===== src/rtl/ps2_kbd_cmd_sequencer_if.sv =====
// ----------------------------------------------------------------------------
// ps2_kbd_cmd_sequencer_if
// Bundles the signals between the PS/2 command sequencer, the byte-level PHY
// and the scan-code consumer.
//   tx_data/tx_start      -> PHY serializer (byte plus one-cycle start pulse)
//   tx_ready/tx_done      <- PHY serializer status (idle / byte clocked in)
//   rx_data/rx_valid      <- PHY deserializer (byte plus one-cycle strobe)
//   led_req/led_val       <- LED update request, {caps, num, scroll}
//   scan_data/scan_valid  -> forwarded scan code to the consumer
//   kbd_ready/busy/init_fail -> controller status
// master: the sequencer.  slave: the PHY / consumer side.
// ----------------------------------------------------------------------------
interface ps2_kbd_cmd_sequencer_if;
  logic [7:0] tx_data;
  logic       tx_start;
  logic       tx_ready;
  logic       tx_done;
  logic [7:0] rx_data;
  logic       rx_valid;
  logic       led_req;
  logic [2:0] led_val;
  logic [7:0] scan_data;
  logic       scan_valid;
  logic       kbd_ready;
  logic       busy;
  logic       init_fail;

  modport master (
    output tx_data, tx_start, scan_data, scan_valid, kbd_ready, busy, init_fail,
    input  tx_ready, tx_done, rx_data, rx_valid, led_req, led_val
  );

  modport slave (
    input  tx_data, tx_start, scan_data, scan_valid, kbd_ready, busy, init_fail,
    output tx_ready, tx_done, rx_data, rx_valid, led_req, led_val
  );
endinterface


===== src/rtl/ps2_kbd_cmd_sequencer.sv =====
// ----------------------------------------------------------------------------
// ps2_kbd_cmd_sequencer
// Host-side PS/2 keyboard command controller. After reset it sends 0xFF,
// waits for the ACK and the BAT result (0xAA), then idles and forwards scan
// codes. LED updates send 0xED followed by {5'b0, led_val}. Every command byte
// is ACK-checked with resend/timeout retries; exhaustion or a failed BAT lands
// in a sticky FAIL state left only through reset.
// Ports:
//   CLK100MHz  system clock
//   reset      synchronous, active-high
//   kbd        ps2_kbd_cmd_sequencer_if.master (PHY, LED request, scan output,
//              status flags)
// ----------------------------------------------------------------------------
module ps2_kbd_cmd_sequencer #(
  parameter int ACK_TIMEOUT = 2_000_000,
  parameter int BAT_TIMEOUT = 100_000_000,
  parameter int MAX_RETRY   = 3,
  parameter int CNT_W       = 27
) (
  input  logic                           CLK100MHz,
  input  logic                           reset,
  ps2_kbd_cmd_sequencer_if.master        kbd
);

  localparam logic [7:0] CMD_RESET   = 8'hFF;
  localparam logic [7:0] CMD_SET_LED = 8'hED;
  localparam logic [7:0] RSP_ACK     = 8'hFA;
  localparam logic [7:0] RSP_RESEND  = 8'hFE;
  localparam logic [7:0] RSP_BAT_OK  = 8'hAA;
  localparam logic [7:0] RSP_BAT_ERR = 8'hFC;
  localparam logic [CNT_W-1:0] ACK_LAST = CNT_W'(ACK_TIMEOUT - 1);
  localparam logic [CNT_W-1:0] BAT_LAST = CNT_W'(BAT_TIMEOUT - 1);

  typedef enum logic [3:0] {
    SEND_RST, WAIT_ACK_RST, WAIT_BAT, IDLE,
    SEND_ED, WAIT_ACK_ED, SEND_LED, WAIT_ACK_LED, FAIL
  } state_t;

  state_t           r_state;
  logic             r_sent;       // tx_start already issued for this SEND_x visit
  logic [CNT_W-1:0] r_cnt;
  logic [1:0]       r_retry;
  logic             r_pending;
  logic [2:0]       r_pend_val;   // latest request made while busy
  logic [2:0]       r_led_val;    // value of the update in flight
  logic [7:0]       r_tx_data;
  logic             r_tx_start;
  logic [7:0]       r_scan_data;
  logic             r_scan_valid;
  logic             r_kbd_ready;
  logic             r_busy;
  logic             r_init_fail;

  logic       w_rx_ack;
  logic       w_rx_resend;
  logic       w_retry_last;
  logic       w_pend_any;
  logic [2:0] w_pend_val;
  logic [7:0] w_send_byte;
  state_t     w_wait_state;
  state_t     w_resend_state;
  state_t     w_ack_state;

  always_comb begin
    w_rx_ack     = kbd.rx_valid && (kbd.rx_data == RSP_ACK);
    w_rx_resend  = kbd.rx_valid && (kbd.rx_data == RSP_RESEND);
    w_retry_last = ({1'b0, r_retry} + 3'd1) >= 3'(MAX_RETRY);
    // A request arriving in the very cycle we return to IDLE counts as pending.
    w_pend_any   = r_pending | kbd.led_req;
    w_pend_val   = kbd.led_req ? kbd.led_val : r_pend_val;

    w_send_byte    = 8'h00;
    w_wait_state   = r_state;
    w_resend_state = r_state;
    w_ack_state    = r_state;
    case (r_state)
      SEND_RST:     begin w_send_byte = CMD_RESET;           w_wait_state = WAIT_ACK_RST; end
      SEND_ED:      begin w_send_byte = CMD_SET_LED;         w_wait_state = WAIT_ACK_ED;  end
      SEND_LED:     begin w_send_byte = {5'b0, r_led_val};   w_wait_state = WAIT_ACK_LED; end
      WAIT_ACK_RST: begin w_resend_state = SEND_RST; w_ack_state = WAIT_BAT; end
      WAIT_ACK_ED:  begin w_resend_state = SEND_ED;  w_ack_state = SEND_LED; end
      WAIT_ACK_LED: begin w_resend_state = SEND_LED; w_ack_state = IDLE;     end
      default:      ;
    endcase
  end

  always_ff @(posedge CLK100MHz) begin
    if (reset) begin
      r_state      <= SEND_RST;
      r_sent       <= 1'b0;
      r_cnt        <= '0;
      r_retry      <= 2'd0;
      r_pending    <= 1'b0;
      r_pend_val   <= 3'd0;
      r_led_val    <= 3'd0;
      r_tx_data    <= 8'h00;
      r_tx_start   <= 1'b0;
      r_scan_data  <= 8'h00;
      r_scan_valid <= 1'b0;
      r_kbd_ready  <= 1'b0;
      r_busy       <= 1'b1;
      r_init_fail  <= 1'b0;
    end else begin
      r_tx_start   <= 1'b0;
      r_scan_valid <= 1'b0;
      if (r_cnt != '1) r_cnt <= r_cnt + 1'b1;

      if (kbd.led_req && (r_state != IDLE) && (r_state != FAIL)) begin
        r_pending  <= 1'b1;
        r_pend_val <= kbd.led_val;
      end

      case (r_state)
        SEND_RST, SEND_ED, SEND_LED: begin
          if (!r_sent) begin
            if (kbd.tx_ready) begin
              r_tx_start <= 1'b1;
              r_tx_data  <= w_send_byte;
              r_sent     <= 1'b1;
            end
          end else if (kbd.tx_done) begin
            r_sent  <= 1'b0;
            r_cnt   <= '0;
            r_state <= w_wait_state;
          end
        end

        WAIT_ACK_RST, WAIT_ACK_ED, WAIT_ACK_LED: begin
          if (w_rx_ack) begin
            r_retry <= 2'd0;
            r_cnt   <= '0;
            if ((w_ack_state == IDLE) && w_pend_any) begin
              // Chain straight into the queued update; IDLE is never visible.
              r_pending <= 1'b0;
              r_led_val <= w_pend_val;
              r_state   <= SEND_ED;
            end else if (w_ack_state == IDLE) begin
              r_state     <= IDLE;
              r_kbd_ready <= 1'b1;
              r_busy      <= 1'b0;
            end else begin
              r_state <= w_ack_state;
            end
          end else if (w_rx_resend || (r_cnt == ACK_LAST)) begin
            r_cnt <= '0;
            if (w_retry_last) begin
              r_state     <= FAIL;
              r_init_fail <= 1'b1;
              r_busy      <= 1'b0;
              r_kbd_ready <= 1'b0;
            end else begin
              r_retry <= r_retry + 2'd1;
              r_state <= w_resend_state;
            end
          end
        end

        WAIT_BAT: begin
          if (kbd.rx_valid && (kbd.rx_data == RSP_BAT_OK)) begin
            r_cnt <= '0;
            if (w_pend_any) begin
              r_pending <= 1'b0;
              r_led_val <= w_pend_val;
              r_state   <= SEND_ED;
            end else begin
              r_state     <= IDLE;
              r_kbd_ready <= 1'b1;
              r_busy      <= 1'b0;
            end
          end else if ((kbd.rx_valid && (kbd.rx_data == RSP_BAT_ERR)) || (r_cnt == BAT_LAST)) begin
            r_cnt       <= '0;
            r_state     <= FAIL;
            r_init_fail <= 1'b1;
            r_busy      <= 1'b0;
            r_kbd_ready <= 1'b0;
          end
        end

        IDLE: begin
          if (kbd.rx_valid) begin
            r_scan_data  <= kbd.rx_data;
            r_scan_valid <= 1'b1;
          end
          if (kbd.led_req) begin
            r_led_val   <= kbd.led_val;
            r_cnt       <= '0;
            r_state     <= SEND_ED;
            r_kbd_ready <= 1'b0;
            r_busy      <= 1'b1;
          end
        end

        FAIL: ;

        default: begin
          r_state     <= FAIL;
          r_init_fail <= 1'b1;
          r_busy      <= 1'b0;
          r_kbd_ready <= 1'b0;
        end
      endcase
    end
  end

  assign kbd.tx_data    = r_tx_data;
  assign kbd.tx_start   = r_tx_start;
  assign kbd.scan_data  = r_scan_data;
  assign kbd.scan_valid = r_scan_valid;
  assign kbd.kbd_ready  = r_kbd_ready;
  assign kbd.busy       = r_busy;
  assign kbd.init_fail  = r_init_fail;

endmodule

===== src/flat_wrapper.sv =====
// flat-port wrapper written by rule: the top's interface ports become plain ports
module ps2_kbd_cmd_sequencer_flat 
#(
  parameter int ACK_TIMEOUT = 2_000_000,
  parameter int BAT_TIMEOUT = 100_000_000,
  parameter int MAX_RETRY   = 3,
  parameter int CNT_W       = 27
)
  (CLK100MHz, reset, kbd_tx_data, kbd_tx_start, kbd_scan_data, kbd_scan_valid, kbd_kbd_ready, kbd_busy, kbd_init_fail, kbd_tx_ready, kbd_tx_done, kbd_rx_data, kbd_rx_valid, kbd_led_req, kbd_led_val);
  ps2_kbd_cmd_sequencer_if kbd_i ();
  input  logic CLK100MHz;
  input  logic reset;
  output wire logic [$bits(kbd_i.tx_data)-1:0] kbd_tx_data;
  output wire logic [$bits(kbd_i.tx_start)-1:0] kbd_tx_start;
  output wire logic [$bits(kbd_i.scan_data)-1:0] kbd_scan_data;
  output wire logic [$bits(kbd_i.scan_valid)-1:0] kbd_scan_valid;
  output wire logic [$bits(kbd_i.kbd_ready)-1:0] kbd_kbd_ready;
  output wire logic [$bits(kbd_i.busy)-1:0] kbd_busy;
  output wire logic [$bits(kbd_i.init_fail)-1:0] kbd_init_fail;
  input wire logic [$bits(kbd_i.tx_ready)-1:0] kbd_tx_ready;
  input wire logic [$bits(kbd_i.tx_done)-1:0] kbd_tx_done;
  input wire logic [$bits(kbd_i.rx_data)-1:0] kbd_rx_data;
  input wire logic [$bits(kbd_i.rx_valid)-1:0] kbd_rx_valid;
  input wire logic [$bits(kbd_i.led_req)-1:0] kbd_led_req;
  input wire logic [$bits(kbd_i.led_val)-1:0] kbd_led_val;
  assign kbd_tx_data = kbd_i.tx_data;
  assign kbd_tx_start = kbd_i.tx_start;
  assign kbd_scan_data = kbd_i.scan_data;
  assign kbd_scan_valid = kbd_i.scan_valid;
  assign kbd_kbd_ready = kbd_i.kbd_ready;
  assign kbd_busy = kbd_i.busy;
  assign kbd_init_fail = kbd_i.init_fail;
  assign kbd_i.tx_ready = kbd_tx_ready;
  assign kbd_i.tx_done = kbd_tx_done;
  assign kbd_i.rx_data = kbd_rx_data;
  assign kbd_i.rx_valid = kbd_rx_valid;
  assign kbd_i.led_req = kbd_led_req;
  assign kbd_i.led_val = kbd_led_val;
  ps2_kbd_cmd_sequencer #(.ACK_TIMEOUT(ACK_TIMEOUT), .BAT_TIMEOUT(BAT_TIMEOUT), .MAX_RETRY(MAX_RETRY), .CNT_W(CNT_W)) u_core (.CLK100MHz(CLK100MHz), .reset(reset), .kbd(kbd_i));
endmodule

===== config.mk =====
export PLATFORM = sky130hd
export DESIGN_NAME = ps2_kbd_cmd_sequencer_flat
export DESIGN_NICKNAME = d
export VERILOG_FILES = /design/src/rtl/ps2_kbd_cmd_sequencer_if.sv /design/src/rtl/ps2_kbd_cmd_sequencer.sv /design/src/flat_wrapper.sv
export SDC_FILE = /design/constraint.sdc
export NUM_CORES = 1
export LEC_CHECK = 0
export CORE_ASPECT_RATIO = 2
export CORE_MARGIN = 2
export CORE_UTILIZATION = 38
export CTS_CLUSTER_SIZE = 30
export DETAILED_ROUTE_END_ITERATION = 8
export PLACE_DENSITY = 0.65
export SYNTH_ARGS = -nofsm -noshare
export SYNTH_HDL_FRONTEND = slang
export SYNTH_SLANG_ARGS = --single-unit

===== constraint.sdc =====
create_clock -name CLK100MHz -period 3.5 [get_ports CLK100MHz]
set_input_delay 0.7 -clock CLK100MHz [delete_from_list [all_inputs] [get_ports CLK100MHz]]
set_output_delay 0.7 -clock CLK100MHz [all_outputs]
set_load 0.02 [all_outputs]

; ---- Yosys cells after proc, flatten, opt, wreduce, memory -nomap -nowiden
; Cells that the tools add are included.
[word_totals]
ff_bits = 62
[classes]
n_addsub = 3
order_cmp = 1
n_eq_ne = 39
muxes = 68
bitwise = 7
reduce_logical = 25
[ops]
columns = op, n
row1 = two-way mux 27 bit, 8
row2 = one-hot mux 27 bit (4 select lines), 1
row3 = two-way mux 4 bit, 10
row4 = one-hot mux 4 bit (3 select lines), 3
row5 = "== test 8 bit, second input constant", 4
row6 = two-way mux 1 bit, 29
row7 = "adder 27 x 1 -> 27 bit, second input constant", 1
row8 = "== test 27 x 21 -> 1 bit, second input constant", 1
row9 = "== test 27 bit, second input constant", 1
row10 = "!= test 27 bit, second input constant", 1
row11 = one-hot mux 8 bit (3 select lines), 1
row12 = two-way mux 3 bit, 7
row13 = one-hot mux 4 bit (5 select lines), 1
row14 = "!= test 2 x 1 -> 1 bit, second input constant", 9
row15 = "== test 4 x 3 -> 1 bit, second input constant", 4
row16 = AND reduction 8 bit, 2
row17 = "== test 4 x 2 -> 1 bit, second input constant", 3
row18 = AND reduction 6 bit, 2
row19 = "!= test 3 x 1 -> 1 bit, second input constant", 3
row20 = "!= test 3 bit, second input constant", 3
row21 = one-hot mux 3 bit (3 select lines), 1
row22 = OR reduction 3 bit, 3
row23 = "!= test 2 bit, second input constant", 4
row24 = one-hot mux 1 bit (4 select lines), 2
row25 = other kinds (24), 39

; ---- Depth between registers and ports, before layout
[logic_depth]
word_depth = 7
ltp_mapped = 10

; ---- Worst setup path before layout
; Ideal clock, no wire load.
[synth_timing]
kind = input port to flip-flop
from = input kbd_rx_valid
to = register u_core.r_kbd_ready (netlist: u_core.kbd.kbd_ready)
arrival_time_ns = 2.388
slack_ns = 0.995
cell_stages = 9
cell_sequence = buf_2 -> and3b_1 -> clkbuf_1 -> and2_1 -> nand2_1 -> a32o_1 -> buf_6 -> or4_1 -> o211a_1
[synth_between]
elab_chain_cells = 4
word_cells_on_any_way = 16
cone_classes = eq/ne: 6 / mux: 3 / reduce/logical: 7
[synth_lines]
columns = item, line_no
row1 = from (decl), flat_wrapper.sv:23  ; input wire logic [$bits(kbd_i.rx_valid)-1:0] kbd_rx_valid;
row2 = logical AND 1 bit (on tied branches), "ps2_kbd_cmd_sequencer.sv:170, ps2_kbd_cmd_sequencer.sv:66"
row3 = logical OR 1 bit (on tied branches), "ps2_kbd_cmd_sequencer.sv:170, ps2_kbd_cmd_sequencer.sv:144"
row4 = != test 3 x 1 -> 1 bit (no line), n/a
row5 = AND reduction 8 bit (no line), n/a
row6 = to (signal assigned), ps2_kbd_cmd_sequencer.sv:167  ; r_kbd_ready <= 1'b1;
row7 = to (signal assigned), ps2_kbd_cmd_sequencer.sv:175  ; r_kbd_ready <= 1'b0;
row8 = to (signal assigned), ps2_kbd_cmd_sequencer.sv:188  ; r_kbd_ready <= 1'b0;
row9 = to (decl), ps2_kbd_cmd_sequencer.sv:50  ; logic r_kbd_ready;
; Parallel ways exist; a longest one is shown, timed or not.
; A chain may end at the register's enable or synchronous reset.

; ---- Worst setup path after layout
[layout_timing]
from = input kbd_rx_data[1]
to = register u_core.r_kbd_ready (netlist: u_core.kbd.kbd_ready)
[layout_between]
elab_chain_cells = 5
word_cells_on_any_way = 20
cone_classes = eq/ne: 10 / mux: 3 / reduce/logical: 7
[layout_lines]
columns = item, line_no
row1 = from (decl), flat_wrapper.sv:22  ; input wire logic [$bits(kbd_i.rx_data)-1:0] kbd_rx_data;
row2 = == test 8 bit (on tied branches), "ps2_kbd_cmd_sequencer.sv:170, ps2_kbd_cmd_sequencer.sv:66"
row3 = logical AND 1 bit (on tied branches), "ps2_kbd_cmd_sequencer.sv:170, ps2_kbd_cmd_sequencer.sv:66"
row4 = logical OR 1 bit (on tied branches), "ps2_kbd_cmd_sequencer.sv:170, ps2_kbd_cmd_sequencer.sv:144"
row5 = != test 3 x 1 -> 1 bit (no line), n/a
row6 = AND reduction 8 bit (no line), n/a
; Parallel ways exist; a longest one is shown, timed or not.

==> impl_metrics.toml <==
[status]
status = "completed"

[sta]
finalCritPeriodShare_pct = 73.9
setup_viol = 0
skew_ns = 0.00470
drv_slew = 0
slew_headroom_pct = 64.0
rsz0062_at_grt = "no"
setup_tns_ns = 0
setup_ws_ns = 0.913
worst_pin_slew_ns = 0.538
fmax_mhz = 387
hold_violations = 0
period_needed_ns = 2.59

[worst_hold_path]
hold_path.class = "reg2reg"

[placed_design]
dp_hpwl_um = 4680
pre_cts_ws_ns = 0.580
gp_congestion = 0.881
placed_cells = 481
io_buffer_count = 37

[worst_setup_path]
critPathKind = "in2reg"
worstPathRequired_ns = 3.72
cp.arrival_ns = 2.80
start_kind = "input port"
path_max_fanout = 6
end_kind = "register"

[pwr]
peakVddDrop_v = 0.000350
powerDensity_mw_per_mm2 = 476
p_leak_uw = 0.00127

[synthesis]
syn_nets = 385
seq_area_frac_synth_pct = 39.1
synth-async-reset-ratio_pct = 0
yosysWarnings = 0
ys.flop_type = "dfxtp_1"
syn_inst = 365
synth_top_area_share_pct = 39.1
synth-edff-count = 0
syn_avg_cell_area_um2 = 8.28
synth_seq_cells = 59
yosysUniqueCellTypes = 54
syn_area_mm2 = 0.00302
ys_top_cells_by_area = "dfxtp_1 39%, xnor2_1 6.4%, nand2_1 4.6%"
synth_top_area_cell = "dfxtp_1"

[clock_tree]
clk_pin_slew_ns = 0.05
root_buffer = "clkbuf_16"
clk_latency_ns = 0.32
tritoncts = "done"
cts_buffers = 9
clockBufferDepth = 2
post-cts-setup-buffers = 0
htreeDepth = 3
clkSinkCount = 59
cts_resized = 0
cts_hold_buf = 0

[die]
initial_core_util_pct = 38.6
core_area_mm2 = 0.00783
fp-row-count = 46
dieHeight_um = 130
die_x_um = 67.1
pin_count = 38
die_area_mm2 = 0.00872

[global_route]
antenna_found_initial = 0
overflow = 0
grt_use_total_pct = 16.8
first_global_vias = 2435
grt_max_degree = 28
grt_pass1_wl_um = 11300

[finish]
area_delta_synth_final_pct = 22.4
final_common_cell = "dfxtp_1"
num-fill-cells = 809
layout_common_cells = "59 x dfxtp_1, 37 x nand2_1, 37 x nor2_1, 37 x clkdlybuf4s50_1"
multi_input_area_mm2 = 0.00171
drive_gt1_share_pct = 11.0
fin_cells = 496
nets = 416
regArea_mm2 = 0.00118
diodes = 0

[routing]
drc = 0
first_pass_iters = 4
wl_um = 6710
drtIter0Drc = 137
postRouteAntennaNets = 0
vias = 2665
wl_per_cell_um = 13.5
avgViaCountPerCell = 5.37

[flow_run]
cap_violations = 0
## flip-flops by register name, summed over array words and instances (netlist names)
name,flops
u_core.kbd.busy,1
u_core.kbd.init_fail,1
u_core.kbd.kbd_ready,1
u_core.kbd.scan_data,8
u_core.kbd.scan_valid,1
u_core.kbd.tx_data,5
u_core.kbd.tx_start,1
u_core.r_cnt,27
u_core.r_led_val,3
u_core.r_pend_val,3
u_core.r_pending,1
u_core.r_retry,2
u_core.r_sent,1
u_core.r_state,4
## cell families (layout without fill, tap and decap cells)
family	after synthesis	in the layout	synth area share, %
buf+inv	28	63	4.64
flops	59	59	39.1
xor+xnor	24	24	6.96
compound gates	61	61	13.1
fa+ha+maj	3	3	1.24
mux	11	11	3.77
simple gates	179	179	31.2
## path summary, 6_finish.rpt
path	from	to	slack, ns	depth (start not counted)
min	u_core.kbd.scan_data[6]	u_core.kbd.scan_data[6]	0.45	2
max	kbd_rx_data[1]	u_core.kbd.kbd_ready	0.91	7
min reg2reg	u_core.kbd.scan_data[6]	u_core.kbd.scan_data[6]	0.45	2
max reg2reg	u_core.r_cnt[21]	u_core.r_cnt[26]	1.00	7
## cell type report
cell class,count,area share [%]
clock buffers,12,6.66
clock inverters,3,0.406
inverters,6,0.609
multi-input cells,278,46.1
flip-flops and latches,59,31.9
well taps,96,3.25
repair buffers,42,11.0
## worst max-delay path: stages
cell             delay, ns
clkdlybuf4s50_1       0.56
nor2b_1               0.28
nand3_1               0.25
mux2i_1               0.24
a21oi_1               0.11
or4_1                 0.52
o211a_1               0.15
## per-stage QoR
stage	hold slack (ns)	total power (uW)	utilization (%)	area, um^2
6_report	0.452	1760	47.3	3700
5_1_grt	0.473	1840	47.3	3700
4_1_cts	0.453	1780	47.3	3700
3_5_place_dp	0.446	1000	43.9	3440
3_3_place_gp	0.443	1000	43.9	3440
2_1_floorplan	0.436	934	-	3020
## where the power goes
group | switching, uW | internal (uW)
Sequential | 27.0 | 704
Clock | 280 | 489
Combinational | 152 | 108
Total | 459 | 1300
## metal layers
layer	vias to the layer above	wire (um)	track usage [%]	share of wire [%]
met4	0	145	7.80	2.2
met3	14	285	3.71	4.2
met5	-	0	0	0
met1	1224	3180	23.0	47
li1	1359	-	-	-
met2	68	3100	24.9	46
## synth_stat cells, types with 2 or more instances
library cell	instances
clkbuf_1	15
buf_4	3
o32ai_1	2
nor4b_1	3
ha_1	3
o21a_1	3
or2_1	2
o21ai_0	9
nand2b_1	3
nor4_1	9
xor2_1	2
mux2_2	3
o31ai_1	2
nor2b_1	3
nor4_2	2
and4_1	4
o21ai_1	3
nor2_2	19
nand2_1	37
inv_1	5
dfxtp_1	59
a31oi_1	2
nor2_1	37
and3_1	4
a211oi_1	5
a21oi_1	22
mux2i_1	8
and2_1	3
o21bai_1	2
or3_1	2
xnor2_1	22
nand4_1	10
or4_1	3
buf_6	3
nand3_1	19
nor3_1	14
Power figures use the tool's default switching activity.
